## config.mk

```make
export PLATFORM = sky130hd
export DESIGN_NAME = uart_fifo_param
export DESIGN_NICKNAME = d
export VERILOG_FILES = /design/src/rtl/uart_fifo_param.sv
export SDC_FILE = /design/constraint.sdc
export NUM_CORES = 1
export LEC_CHECK = 0
export ABC_AREA = 1
export BUFFER_PORTS_ARGS = -buffer_cell sky130_fd_sc_hd__clkbuf_2
export CORE_MARGIN = 1.5
export CORE_UTILIZATION = 50
export DETAILED_ROUTE_END_ITERATION = 12
export GPL_TIMING_DRIVEN = 0
export HOLD_SLACK_MARGIN = 0.05
export PLACE_DENSITY = 0.68
export RECOVER_POWER = 100
export SETUP_SLACK_MARGIN = 0.3
export SYNTH_ARGS = -nofsm -noshare
export SYNTH_HDL_FRONTEND = slang
export SYNTH_SLANG_ARGS = --single-unit
```

## constraint.sdc

```tcl
create_clock -name clk -period 2.7 [get_ports clk]
set_input_delay 0.54 -clock clk [delete_from_list [all_inputs] [get_ports clk]]
set_output_delay 0.54 -clock clk [all_outputs]
set_load 0.03 [all_outputs]
```

## src/rtl/uart_fifo_param.sv

```systemverilog
// Parametrised circular-buffer FIFO for the UART TX/RX paths.
// First-word fall-through head, occupancy count, flush (explicit or on
// mode change), 16450 single-entry mode when en=0, and error pulses with
// sticky copies.
module uart_fifo_param #(
  parameter  int WIDTH = 8,
  parameter  int DEPTH = 16,
  localparam int CW    = $clog2(DEPTH) + 1
) (
  input  logic             clk,
  input  logic             rst,
  input  logic             en,
  input  logic             flush,
  input  logic             push_in,
  input  logic             pop_in,
  input  logic [WIDTH-1:0] din,
  output logic [WIDTH-1:0] dout,
  output logic [CW-1:0]    count,
  output logic             empty,
  output logic             full,
  input  logic [CW-1:0]    threshold,
  output logic             thre_trigger,
  output logic             overrun,
  output logic             underrun,
  output logic             ovr_sticky,
  output logic             udr_sticky,
  input  logic             clr_err
);

  localparam int AW = $clog2(DEPTH);

  logic [WIDTH-1:0] mem_q [DEPTH];

  logic [AW-1:0] wptr_q, wptr_d;
  logic [AW-1:0] rptr_q, rptr_d;
  logic [CW-1:0] count_q, count_d;
  logic          en_q;
  logic          overrun_q, overrun_d;
  logic          underrun_q, underrun_d;
  logic          ovr_sticky_q, ovr_sticky_d;
  logic          udr_sticky_q, udr_sticky_d;

  logic [CW-1:0] eff_depth;
  logic          empty_int;
  logic          full_int;
  logic          flush_eff;
  logic          pop_ok;
  logic          push_ok;
  logic          mem_we;

  // Accept decisions and next-state computation, all from pre-edge state.
  always_comb begin
    eff_depth    = en ? CW'(DEPTH) : CW'(1);
    empty_int    = (count_q == '0);
    full_int     = (count_q == eff_depth);
    flush_eff    = flush || (en != en_q);
    pop_ok       = pop_in && !empty_int;
    push_ok      = push_in && (!full_int || pop_ok);
    wptr_d       = wptr_q;
    rptr_d       = rptr_q;
    count_d      = count_q;
    mem_we       = 1'b0;
    overrun_d    = 1'b0;
    underrun_d   = 1'b0;
    if (flush_eff) begin
      wptr_d  = '0;
      rptr_d  = '0;
      count_d = '0;
    end else begin
      mem_we     = push_ok;
      overrun_d  = push_in && !push_ok;
      underrun_d = pop_in && !pop_ok;
      if (push_ok) wptr_d = wptr_q + AW'(1);
      if (pop_ok)  rptr_d = rptr_q + AW'(1);
      if (push_ok && !pop_ok)      count_d = count_q + CW'(1);
      else if (pop_ok && !push_ok) count_d = count_q - CW'(1);
    end
    if (overrun_d)    ovr_sticky_d = 1'b1;
    else if (clr_err) ovr_sticky_d = 1'b0;
    else              ovr_sticky_d = ovr_sticky_q;
    if (underrun_d)   udr_sticky_d = 1'b1;
    else if (clr_err) udr_sticky_d = 1'b0;
    else              udr_sticky_d = udr_sticky_q;
  end

  // Control state; en_q follows en through reset so releasing reset is not a mode change.
  always_ff @(posedge clk) begin
    if (!rst) begin
      wptr_q       <= '0;
      rptr_q       <= '0;
      count_q      <= '0;
      en_q         <= en;
      overrun_q    <= 1'b0;
      underrun_q   <= 1'b0;
      ovr_sticky_q <= 1'b0;
      udr_sticky_q <= 1'b0;
    end else begin
      wptr_q       <= wptr_d;
      rptr_q       <= rptr_d;
      count_q      <= count_d;
      en_q         <= en;
      overrun_q    <= overrun_d;
      underrun_q   <= underrun_d;
      ovr_sticky_q <= ovr_sticky_d;
      udr_sticky_q <= udr_sticky_d;
    end
  end

  // Storage array, written only on an accepted push; contents survive reset.
  always_ff @(posedge clk) begin
    if (rst && mem_we) mem_q[wptr_q] <= din;
  end

  assign empty        = empty_int;
  assign full         = full_int;
  assign count        = count_q;
  assign dout         = empty_int ? '0 : mem_q[rptr_q];
  assign thre_trigger = (threshold != '0) && (count_q >= threshold);
  assign overrun      = overrun_q;
  assign underrun     = underrun_q;
  assign ovr_sticky   = ovr_sticky_q;
  assign udr_sticky   = udr_sticky_q;

endmodule

```

# Yosys cells after proc, flatten, opt, wreduce, memory -nomap -nowiden
# Memory sizes are Yosys's and may differ from the RTL's. A register that Yosys moved wholly into a read port is not among the register bits.
# Index checks and enable logic that the tools add are counted.
[totals]
n_memories = 1
in_bits = 20
out_inout_bits = 20
ramBits = 128
word_cells = 51
ff_bits = 18
mem_bits_ro = 0
latch_bits = 0
[mem_list]
columns = ["name", "words", "width", "rd", "rd_ports_with_merged_regs", "wr", "line", "text"]
rows = [
  ["mem_q", 16, 8, 1, 1, 1, "32", "logic [WIDTH-1:0] mem_q [DEPTH];"],
]
[op_classes]
eq_ne = 2
n_mul = 0
shifts = 0
mux = 14
n_div = 0
add_sub_neg = 4
reduce_logical = 20
order_cmp = 1
n_bitwise = 1
[ops]
columns = ["operator", "count"]
rows = [
  ["$mux W5", 3],
  ["$add A4 B1 Y4 const B", 2],
  ["$logic_and A1 B1 Y1", 8],
  ["$mux W1", 8],
  ["$mux W4", 2],
  ["$mux W8", 1],
  ["$reduce_bool A2 Y1", 3],
  ["$add A5 B1 Y5 const B", 1],
  ["$eq A5 B5 Y1", 1],
  ["$ge A5 B5 Y1", 1],
  ["$logic_not A5 Y1", 1],
  ["$reduce_bool A5 Y1", 1],
  ["$sub A5 B1 Y5 const B", 1],
  ["$logic_not A1 Y1", 4],
  ["$logic_or A1 B1 Y1", 2],
  ["$reduce_or A2 Y1", 1],
  ["$ne A1 B1 Y1", 1],
  ["$not A1 Y1", 1],
]

# Depth between registers and ports, before layout
[logic_depth]
ltp_word = 9
mapped_depth = 13
ltp_nobuf = 13

# Worst setup path before layout
# No wires, ideal clock.
[synth_timing]
path_kind = "register -> register"
from = "register count_q[4] (netlist: count[4])"
to = "register count_q[3] (netlist: count[3])"
stages_incl_launch_ff = 12
t_required_ps = 2585
setup_slack_ps = 224
period_less_slack_ps = 2476
n_path_buf = 0
setup_time_ps = 115
t_arrival_ps = 2360
path_cell_list = "dfxtp_1 -> nand3_1 -> a21oi_4 -> a21oi_4 -> ha_1 -> inv_1 -> ha_1 -> a21oi_1 -> nand2_1 -> xor2_1 -> o21ai_0 -> inv_1"
[synth_via]
elab_cells_between_ends = 13
classes_between = "eq/ne (1); mux (1); reduce/logical (11)"
[synth_lines]
columns = ["item", "line", "text"]
rows = [
  ["start: declaration", "36", "logic [CW-1:0] count_q, count_d;"],
  ["start signal: assignment", "100", "count_q <= count_d;"],
  ["$eq A5 B5 Y1 *", "55", "full_int = (count_q == eff_depth);"],
  ["named net full", "20", "output logic full,"],
  ["$logic_not A1 Y1 *", "58", "push_ok = push_in && (!full_int || pop_ok);"],
  ["$logic_or A1 B1 Y1 *", "58", ""],
  ["$logic_and A1 B1 Y1 *", "58", ""],
  ["$logic_not A1 Y1", "76", "else if (pop_ok && !push_ok) count_d = count_q - CW'(1);"],
  ["$logic_and A1 B1 Y1", "76", ""],
  ["$reduce_bool A2 Y1 (no source line)", "n/a", ""],
]
# Mark *: on every way through the listed nets, which the timed path passes. The rest lies on a longest branch.
# A chain may end at the register's enable or synchronous reset.

# Worst setup path in the final report
[layout_timing]
from = "register count_q[3] (netlist: count[3])"
to = "output dout[5]"
[layout_via]
elab_chain_cells = 2
[layout_lines]
columns = ["item", "line", "text"]
rows = [
  ["$logic_not A5 Y1", "54", "empty_int = (count_q == '0);"],
  ["$mux W8", "117", "assign dout = empty_int ? '0 : mem_q[rptr_q];"],
  ["end: declaration", "17", "output logic [WIDTH-1:0] dout,"],
]
# No other way between the ends.

==> metrics.yaml <==
synth:
  synth_fp_nets: 641
  synth_cells: 606
  yosysWarnings: 0
  postSynthAreaPerCell_um2: 10.6
  ys_seq_area_share_pct: 66.7
  synth.distinct_cells: 29
  ys_seq_elements: 150
  syn_area_um2: 6430
timing:
  tightest_slew_ps: 1010
  setup_viol: 0
  fin_crit_sh_pct: 91.9
  hold_slack_ps: 301
  drv_slew: 0
  fin_setup_tns_ps: 0
  clock.fmax_mhz: 403
  rsz0062_at_grt: "true"
  hold_viol: 0
  slew-limit-headroom_pct: 32.6
  fin_crit_ps: 2480
  finalClockSkew_ps: 5.30
power_and_ir_drop:
  vdd_drop_max_mv: 0.438
  pwr-share-comb_pct: 8.1
  p_leak_nw: 2.86
  p_sw_share_pct: 22.8
  clkPwrFrac_pct: 42.8
  p_seq_share_pct: 49.1
  p_per_area_nw_per_um2: 670
  power_switching_mw: 1.18
  internal_power_mw: 3.99
cts:
  clk_path_buf_depth: 2
  clk_pin_slew_ps: 60
  cts_tree: "yes"
  clock_latency_ps: 430
  h-tree-depth: 4
  cts-root-buf: "clkbuf_16"
  cts-buffers-inserted: 17
  numClockSinks: 150
layout:
  n_antenna_cell: 0
  drive_gt1_share_pct: 15.6
  postLayoutCoreUtil_pct: 61.3
  finalNetCount: 702
  final_cell_area_um2: 7710
  final_common_cell: "nand2_1"
  final_cell_mix: "189 x nand2_1, 128 x edfxtp_1, 103 x nand3_1"
  syn_to_final_growth_pct: 19.9
  final_cells: 852
worst_setup_path:
  worstPathRequired_ps: 2160
  cp.arrival_ps: 1940
  critPathMaxFanout: 10
  crit_path_start_kind: "register"
  endpoint_kind: "output pin"
  crit_type: "register to output pin"
global_route:
  track_usage_pct: 25.8
  grt_overflow: 0
  antenna_found_initial: 0
  grt_pass1_wl_mm: 24.5
  grt_start_max_net_pins: 17
  grt_pass1_vias: 4387
floorplanning:
  row_count: 41
  io_pins: 40
  initial_core_util_pct: 51.1
  die_x_um: 116
  core_area_um2: 12600
  die_area_um2: 13500
  fp.dieH_um: 116
placed_design:
  place_area_um2: 6840
  hpwlAfterDp_mm: 10.9
  portBuffers: 39
  dpl.cell_count: 817
  gp_congestion: 0.901
hold_path:
  min_path_type: "input port to register"
route:
  drt-total-wl_mm: 16.2
  dr.pass1.iters: 6
  drc: 0
  wl_per_cell_um: 19.0
  drtIter0Drc: 452
  viasPerCell: 5.44
  antenna_left: 0
  num_vias: 4639
job:
  cap_violations: 0
run_status:
  outcome: "finished clean"
-- power by group through the flow --
stage	logic (mW)	registers (mW)	clock network [mW]
2_1_floorplan	0.212	2.59	0
3_3_place_gp	0.349	2.58	0
3_5_place_dp	0.360	2.58	0
4_1_cts	0.387	2.54	2.22
5_1_grt	0.449	2.54	2.32
6_report	0.418	2.54	2.21
-- kinds of logic after synthesis --
kind of cell	synth area share, %
buffers and inverters	3.72
flip-flops	66.7
adder cells (fa/ha/maj)	3.04
AO/OA/AOI/OAI	3.37
AND/OR/NAND/NOR	22.5
XOR/XNOR	0.681
-- repair_timing --
action | 4_1_cts | 5_1_grt
buffers inserted | 3 | 0
setup endpoints to repair | 50 | 48
cloned | 0 | 0
pin swaps | 3 | 4
resized for setup | 57 | 65
hold buffers | 0 | 0
-- registers in the layout, summed over array words and instances, names as in the netlist, named ones only --
| signal | count |
|---|---|
| mem_q | 128 |
| count | 5 |
| rptr_q | 4 |
| wptr_q | 4 |
| en_q | 1 |
| overrun | 1 |
| ovr_sticky | 1 |
| udr_sticky | 1 |
| underrun | 1 |
-- metrics by stage --
stage	power [mW]	setup WS, ps
2_1_floorplan	2.81	319
4_1_cts	5.14	165
3_5_place_dp	2.94	-59.2
6_report	5.17	219
3_3_place_gp	2.93	-13.9
5_1_grt	5.31	122
-- path summary, 6_finish.rpt --
check             startpoint            to  slack [ps]  depth (start not counted)
setup / recovery    count[3]       dout[5]         220                          5
hold / removal            en          en_q         300                          1
setup reg to reg    count[3]  mem_q[14][6]         270                          7
hold reg to reg    rptr_q[2]     rptr_q[2]         490                          2
-- cells in the mapped netlist --
master / number / share of area [%]
buf_4: 1 / 0.12
dfxtp_1: 22 / 6.9
a31o_2: 1 / 0.14
buf_2: 14 / 1.1
edfxtp_1: 128 / 60
o21ai_1: 1 / 0.078
o211ai_1: 1 / 0.12
nand2_2: 2 / 0.19
clkbuf_1: 9 / 0.53
ha_1: 14 / 2.7
buf_1: 1 / 0.058
xnor2_1: 1 / 0.14
nand2_1: 191 / 11
clkinv_1: 1 / 0.058
a21oi_1: 24 / 1.9
a21oi_4: 2 / 0.51
a211oi_1: 1 / 0.12
inv_2: 2 / 0.12
xor2_1: 4 / 0.55
inv_1: 27 / 1.6
fa_1: 1 / 0.31
o21ai_0: 7 / 0.55
nor2_1: 37 / 2.2
nand4_1: 1 / 0.097
nor3_1: 1 / 0.078
nand3b_1: 1 / 0.12
buf_6: 1 / 0.18
nand3_1: 108 / 8.4
nand3_2: 2 / 0.31
-- critical path, cell delays in order, from the launching register on --
cell	delay (ps)
dfxtp_1	430
inv_1	110
nand3_1	210
clkinvlp_4	310
a21oi_1	270
buf_6	170
-- routing by layer --
layer	track usage, %	part of all wire, %	vias to the layer above
met2	41.4	48	169
met1	34.4	42	2226
met3	5.50	6.3	31
met5	0	0	-
li1	-	-	2213
met4	11.0	2.8	0
-- final cells by class --
cell class	count	area, um2
Sequential cell	150	4300
Fill cell	1048	4860
Clock inverter	14	116
Clock buffer	18	429
Timing Repair Buffer	42	244
Buffer	26	267
Inverter	30	124
Multi-Input combinational cell	400	2010
Tap cell	172	215
No activity file was read; power rests on OpenSTA's default activity.
